===== config.mk =====
export PLATFORM = sky130hd
export DESIGN_NAME = uart_tx_pacer_flat
export DESIGN_NICKNAME = d
export VERILOG_FILES = /design/src/rtl/uart_tx_pacer_if.sv /design/src/rtl/uart_tx_pacer.sv /design/src/flat_wrapper.sv
export SDC_FILE = /design/constraint.sdc
export NUM_CORES = 1
export LEC_CHECK = 0
export BUFFER_PORTS_ARGS = -buffer_cell sky130_fd_sc_hd__buf_2
export CAP_MARGIN = 15
export CORE_AREA = 2 2 126 128
export DETAILED_ROUTE_END_ITERATION = 6
export DIE_AREA = 0 0 128 130
export PLACE_DENSITY = 0.74
export RECOVER_POWER = 50
export SYNTH_ARGS = -nofsm -noshare
export SYNTH_HDL_FRONTEND = slang
export SYNTH_SLANG_ARGS = --single-unit
export TNS_END_PERCENT = 20

===== constraint.sdc =====
create_clock -name i_Clock -period 8.1 [get_ports i_Clock]
set_input_delay 0.81 -clock i_Clock [delete_from_list [all_inputs] [get_ports i_Clock]]
set_output_delay 0.81 -clock i_Clock [all_outputs]
set_load 0.02 [all_outputs]

===== src/rtl/uart_tx_pacer_if.sv =====
// Producer-side bus of the UART transmit pacer: byte write strobe in,
// FIFO status plus the paced transmitter strobe out.
interface uart_tx_pacer_if #(
    parameter int ADDR_W = 4
);
    logic              i_Wr_DV;
    logic [7:0]        i_Wr_Byte;
    logic              o_Full;
    logic              o_Empty;
    logic [ADDR_W:0]   o_Count;
    logic              o_Overflow;
    logic              o_TX_DV;
    logic [7:0]        o_TX_Byte;
    logic              o_Busy;

    modport master (
        output i_Wr_DV,
        output i_Wr_Byte,
        input  o_Full,
        input  o_Empty,
        input  o_Count,
        input  o_Overflow,
        input  o_TX_DV,
        input  o_TX_Byte,
        input  o_Busy
    );

    modport slave (
        input  i_Wr_DV,
        input  i_Wr_Byte,
        output o_Full,
        output o_Empty,
        output o_Count,
        output o_Overflow,
        output o_TX_DV,
        output o_TX_Byte,
        output o_Busy
    );
endinterface


===== src/rtl/uart_tx_pacer.sv =====
// Byte FIFO plus pacing FSM feeding a UART transmitter that has no ready
// output. Bytes are handed over as one-cycle o_TX_DV strobes spaced
// GAP_CLKS clocks apart so a frame always finishes before the next starts.
module uart_tx_pacer #(
    parameter int CLKS_PER_BIT = 217,
    parameter int DEPTH        = 16,
    parameter int ADDR_W       = 4,
    parameter int GAP_CLKS     = 10 * (CLKS_PER_BIT + 1) + 2
) (
    input logic            i_Clock,
    input logic            i_Rst_L,
    uart_tx_pacer_if.slave bus
);

    localparam int                GAP_W      = $clog2(GAP_CLKS + 1);
    localparam logic [ADDR_W:0]   FULL_COUNT = (ADDR_W + 1)'(DEPTH);
    localparam logic [GAP_W-1:0]  GAP_LOAD   = GAP_W'(GAP_CLKS - 2);

    typedef enum logic [1:0] {
        IDLE,
        ISSUE,
        WAIT
    } state_t;

    state_t            state_q, state_d;
    logic [ADDR_W-1:0] wr_ptr_q, wr_ptr_d;
    logic [ADDR_W-1:0] rd_ptr_q, rd_ptr_d;
    logic [ADDR_W:0]   count_q, count_d;
    logic [GAP_W-1:0]  gap_q, gap_d;
    logic [7:0]        head_q, head_d;
    logic [7:0]        tx_byte_q, tx_byte_d;
    logic              tx_dv_q, tx_dv_d;
    logic              ovf_q, ovf_d;
    logic [7:0]        mem_q [DEPTH];
    logic              pop;
    logic              push;

    // Pacing FSM: the head byte is taken on the edge that enters ISSUE, then WAIT holds off the next one.
    always_comb begin
        state_d = state_q;
        gap_d   = gap_q;
        pop     = 1'b0;
        case (state_q)
            IDLE: begin
                if (count_q != '0) begin
                    pop     = 1'b1;
                    state_d = ISSUE;
                end
            end
            ISSUE: begin
                gap_d   = GAP_LOAD;
                state_d = WAIT;
            end
            WAIT: begin
                if (gap_q != '0) begin
                    gap_d = gap_q - 1'b1;
                end else if (count_q != '0) begin
                    pop     = 1'b1;
                    state_d = ISSUE;
                end else begin
                    state_d = IDLE;
                end
            end
            default: state_d = IDLE;
        endcase
    end

    // FIFO bookkeeping; a full FIFO still accepts a write on a pop cycle because the popped slot is reused.
    always_comb begin
        push      = bus.i_Wr_DV && ((count_q != FULL_COUNT) || pop);
        wr_ptr_d  = push ? wr_ptr_q + 1'b1 : wr_ptr_q;
        rd_ptr_d  = pop ? rd_ptr_q + 1'b1 : rd_ptr_q;
        count_d   = count_q;
        if (push && !pop) begin
            count_d = count_q + 1'b1;
        end else if (pop && !push) begin
            count_d = count_q - 1'b1;
        end
        head_d    = pop ? mem_q[rd_ptr_q] : head_q;
        tx_dv_d   = (state_q == ISSUE);
        tx_byte_d = (state_q == ISSUE) ? head_q : tx_byte_q;
        ovf_d     = bus.i_Wr_DV && !push;
    end

    // Control and output registers; reset drops all queued bytes and any gap in progress.
    always_ff @(posedge i_Clock or negedge i_Rst_L) begin
        if (!i_Rst_L) begin
            state_q   <= IDLE;
            wr_ptr_q  <= '0;
            rd_ptr_q  <= '0;
            count_q   <= '0;
            gap_q     <= '0;
            head_q    <= 8'h00;
            tx_byte_q <= 8'h00;
            tx_dv_q   <= 1'b0;
            ovf_q     <= 1'b0;
        end else begin
            state_q   <= state_d;
            wr_ptr_q  <= wr_ptr_d;
            rd_ptr_q  <= rd_ptr_d;
            count_q   <= count_d;
            gap_q     <= gap_d;
            head_q    <= head_d;
            tx_byte_q <= tx_byte_d;
            tx_dv_q   <= tx_dv_d;
            ovf_q     <= ovf_d;
        end
    end

    // Storage array; contents are meaningless until written, so it needs no reset.
    always_ff @(posedge i_Clock) begin
        if (push) begin
            mem_q[wr_ptr_q] <= bus.i_Wr_Byte;
        end
    end

    assign bus.o_Full     = (count_q == FULL_COUNT);
    assign bus.o_Empty    = (count_q == '0);
    assign bus.o_Count    = count_q;
    assign bus.o_Overflow = ovf_q;
    assign bus.o_TX_DV    = tx_dv_q;
    assign bus.o_TX_Byte  = tx_byte_q;
    assign bus.o_Busy     = (state_q != IDLE) || (count_q != '0);

endmodule


===== src/flat_wrapper.sv =====
// flat-port wrapper written by rule: the top's interface ports become plain ports
module uart_tx_pacer_flat 
#(
    parameter int CLKS_PER_BIT = 217,
    parameter int DEPTH        = 16,
    parameter int ADDR_W       = 4,
    parameter int GAP_CLKS     = 10 * (CLKS_PER_BIT + 1) + 2
)
  (i_Clock, i_Rst_L, bus_i_Wr_DV, bus_i_Wr_Byte, bus_o_Full, bus_o_Empty, bus_o_Count, bus_o_Overflow, bus_o_TX_DV, bus_o_TX_Byte, bus_o_Busy);
  uart_tx_pacer_if #(.ADDR_W(ADDR_W)) bus_i ();
  input logic i_Clock;
  input logic i_Rst_L;
  input wire logic [$bits(bus_i.i_Wr_DV)-1:0] bus_i_Wr_DV;
  input wire logic [$bits(bus_i.i_Wr_Byte)-1:0] bus_i_Wr_Byte;
  output wire logic [$bits(bus_i.o_Full)-1:0] bus_o_Full;
  output wire logic [$bits(bus_i.o_Empty)-1:0] bus_o_Empty;
  output wire logic [$bits(bus_i.o_Count)-1:0] bus_o_Count;
  output wire logic [$bits(bus_i.o_Overflow)-1:0] bus_o_Overflow;
  output wire logic [$bits(bus_i.o_TX_DV)-1:0] bus_o_TX_DV;
  output wire logic [$bits(bus_i.o_TX_Byte)-1:0] bus_o_TX_Byte;
  output wire logic [$bits(bus_i.o_Busy)-1:0] bus_o_Busy;
  assign bus_i.i_Wr_DV = bus_i_Wr_DV;
  assign bus_i.i_Wr_Byte = bus_i_Wr_Byte;
  assign bus_o_Full = bus_i.o_Full;
  assign bus_o_Empty = bus_i.o_Empty;
  assign bus_o_Count = bus_i.o_Count;
  assign bus_o_Overflow = bus_i.o_Overflow;
  assign bus_o_TX_DV = bus_i.o_TX_DV;
  assign bus_o_TX_Byte = bus_i.o_TX_Byte;
  assign bus_o_Busy = bus_i.o_Busy;
  uart_tx_pacer #(.CLKS_PER_BIT(CLKS_PER_BIT), .DEPTH(DEPTH), .ADDR_W(ADDR_W), .GAP_CLKS(GAP_CLKS)) u_core (.i_Clock(i_Clock), .i_Rst_L(i_Rst_L), .bus(bus_i));
endmodule

==> metrics.yaml <==
worst_setup_path:
  reg2reg_depth: 14
  crit_path_start_kind: "flip-flop"
  critPathRequiredTime_ns: 8.41
  cp_max_fo: 19
  endpoint_kind: "flip-flop"
  arrival_ns: 4.15
  worst-setup-path-type: "reg2reg"
finish:
  fill_cells: 1226
  multi_input_comb_area_um2: 1936
  syn_to_final_growth_pct: 12.75
  drive_gt1_share_pct: 20.39
  antennaDiodeCount: 0
  stdcell_count: 653
  final_util_pct: 51.50
  fin_nets: 471
  ff_latch_area_um2: 4972
power:
  irDropWorstVdd_uv: 168.1
  power.switching_mw: 0.5467
  power.share.switching_pct: 25.09
  p_int_mw: 1.632
  p_per_area_nw_per_um2: 274.3
  seq_power_share_pct: 50.4
  comb_power_share_pct: 11.9
  clockPowerShare_pct: 37.7
  leakage_nw: 2.882
  power_mw: 2.179
synthesis:
  synth_cell_type_count: 49
  syn_inst: 414
  synth_top_area_share_pct: 54.56
  async_reset_ff_share_pct: 26.01
  ys_warn_count: 0
  ys_ff_latch: 173
  synthFlopType: "edfxtp_1"
  synth_edf_count: 128
  syn-cell-area_um2: 7046
  synth_top_cell_by_area: "edfxtp_1"
  synthTopCellsByArea: "edfxtp_1 (55%), dfrtp_1 (16%), mux4_2 (10%)"
  avgSynthCellArea_um2: 17.02
  syn-num-nets: 437
  synth_seq_area_share_pct: 70.54
cts:
  cts_tree: "built"
  cts-resized-gates: 0
  ctsRootBufferMaster: "clkbuf_16"
  cts_setup_buffers: 0
  clock-sinks: 173
  ctsHtreeMaxLevel: 4
  path_clk_slew_ns: 0.06
  cts_buffer_depth: 2
  numCtsBuffers: 17
  clkLatencyLatePin_ns: 0.43
  postCtsHoldBufs: 0
sta:
  finalSetupTns_ns: 0
  relSlewSlack_pct: -58.01
  setup_viol: 0
  slew_viol_final: 46
  fin_crit_ns: 3.836
  holdWs_ns: 0.4782
  worst_pin_slew_ns: 2.370
  skew_ns: 0.006800
  period_share_pct: 47.36
  fmax_mhz: 260.7
  final-hold-violation-count: 0
  rsz0062_at_grt: "no"
die:
  ios: 29
  fp.dieH_um: 130
  core_um2: 15420
  num_rows: 46
  start_util_pct: 45.68
  die_w_um: 128
  die_area_um2: 16640
outcome:
  violations: "capacitance limit, slew limit"
  status: "finished, violations left"
min_path:
  hold_class: "reg2reg"
  hold_depth: 2
flow_run:
  max_cap_viol_count: 1
global_route:
  grt_pass1_vias: 3855
  grt_overflow: 0
  grt_max_degree: 46
  antenna_found_initial: 0
  grt_pass1_wl_um: 21200
  track_usage_pct: 17.57
place:
  dp_hpwl_um: 8614
  io_buffers: 28
  place_congestion: 0.7634
  place_inst: 621
detailed_routing:
  drtIter0Drc: 274
  drt_pass1_iterations: 5
  vias: 3706
  drt-total-wl_um: 13590
  routed_via_density: 5.675
  drc: 0
  ant_nets: 0
  wire_per_inst_um: 20.81
Yosys cell counts, types with 4 or more instances:
cell type  instances
buf_1              7
ha_1              11
a22oi_1           16
xor2_1             6
a21o_1            10
nand2b_1           7
inv_1              9
o21ai_0            4
nor3_1             5
xnor2_1            9
nand2_1           38
clkbuf_1           6
a21oi_1           11
buf_2              4
edfxtp_1         128
mux4_2            32
dfrtp_1           45
nand3_1           10
nor2_1            19
layout make-up:
cell class                 count  share of cell area, %
clock buffer                  18                  5.402
inverter                      10                 0.4725
timing repair buffer          33                  2.032
tap                          192                  3.024
sequential                   173                  62.59
clock inverter                14                  2.111
multi-input combinational    213                  24.37
flip-flops by register name (all words and copies together), names as in the netlist:
register,flops
u_core.bus.o_TX_Byte,8
u_core.bus.o_TX_DV,1
u_core.wr_ptr_q,4
u_core.head_q,8
u_core.bus.o_Overflow,1
u_core.mem_q,128
u_core.state_q,2
u_core.bus.o_Count,5
u_core.gap_q,12
u_core.rd_ptr_q,4
critical path: stages, from the launching register on:
cell and delay (ns):
dfrtp_1 0.40, inv_1 0.09, ha_1 0.14, nor3b_1 0.47, nand4b_4 0.23, a211oi_1 0.61, inv_2 0.33, ha_1 0.30
inv_1 0.15, ha_1 0.29, a21o_1 0.19, a21oi_1 0.17, xnor2_1 0.13, nor2_1 0.07, xor2_1 0.14
cell usage in the layout (no fill, tap or decap), types with 11 or more instances in the layout:
cell and instances:
a21oi_1 11, nor2_1 19, a22oi_1 16, buf_2 15, nand2_1 38, mux4_2 32, clkbuf_1 14, clkbuf_16 17
ha_1 11, dfrtp_1 43, edfxtp_1 128
power by group through the flow:
stage | logic, mW | clock network (mW) | registers, mW
2_1_floorplan | 0.172 | 0 | 1.11
3_5_place_dp | 0.264 | 0 | 1.11
5_1_grt | 0.285 | 0.864 | 1.11
6_report | 0.259 | 0.821 | 1.10
4_1_cts | 0.264 | 0.831 | 1.10
3_3_place_gp | 0.249 | 0 | 1.10
worst paths after layout:
kind / endpoint / slack, ns / from
max reg2reg: u_core.bus.o_Count[4] / 4.26 / u_core.gap_q[0]
min: u_core.bus.o_TX_Byte[1] / 0.48 / u_core.bus.o_TX_Byte[1]
max: u_core.bus.o_Count[4] / 4.26 / u_core.gap_q[0]
max in group asynchronous: u_core.rd_ptr_q[1] / 5.48 / i_Rst_L
min in group asynchronous: u_core.bus.o_Count[2] / 1.10 / i_Rst_L
min reg2reg: u_core.bus.o_TX_Byte[1] / 0.48 / u_core.bus.o_TX_Byte[1]
stage by stage:
stage | setup WS, ns | cell area [µm²]
2_1_floorplan | 4.593 | 7046
3_3_place_gp | 4.868 | 7386
3_5_place_dp | 4.727 | 7386
4_1_cts | 4.718 | 7983
5_1_grt | 3.988 | 7944
6_report | 4.264 | 7944
logic make-up (layout without fill, tap and decap cells):
family | after synthesis | after routing | synth area share (%)
flops | 173 | 173 | 70.54
simple gates | 100 | 100 | 7.477
compound gates | 51 | 51 | 5.470
mux | 35 | 35 | 10.74
buf+inv | 28 | 75 | 1.669
xor+xnor | 15 | 15 | 1.865
fa+ha+maj | 12 | 12 | 2.238
per-layer routing:
layer | vias to the layer above | wire [µm] | part of all wire [%] | GRT usage [%]
li1 | 1662 | - | - | -
met1 | 1920 | 5852 | 43 | 21.88
met2 | 108 | 6931 | 51 | 29.79
met3 | 16 | 620 | 4.6 | 5.494
met4 | 0 | 182 | 1.3 | 5.430
met5 | - | 0 | 0 | 0
Power figures use the tool's default switching activity.
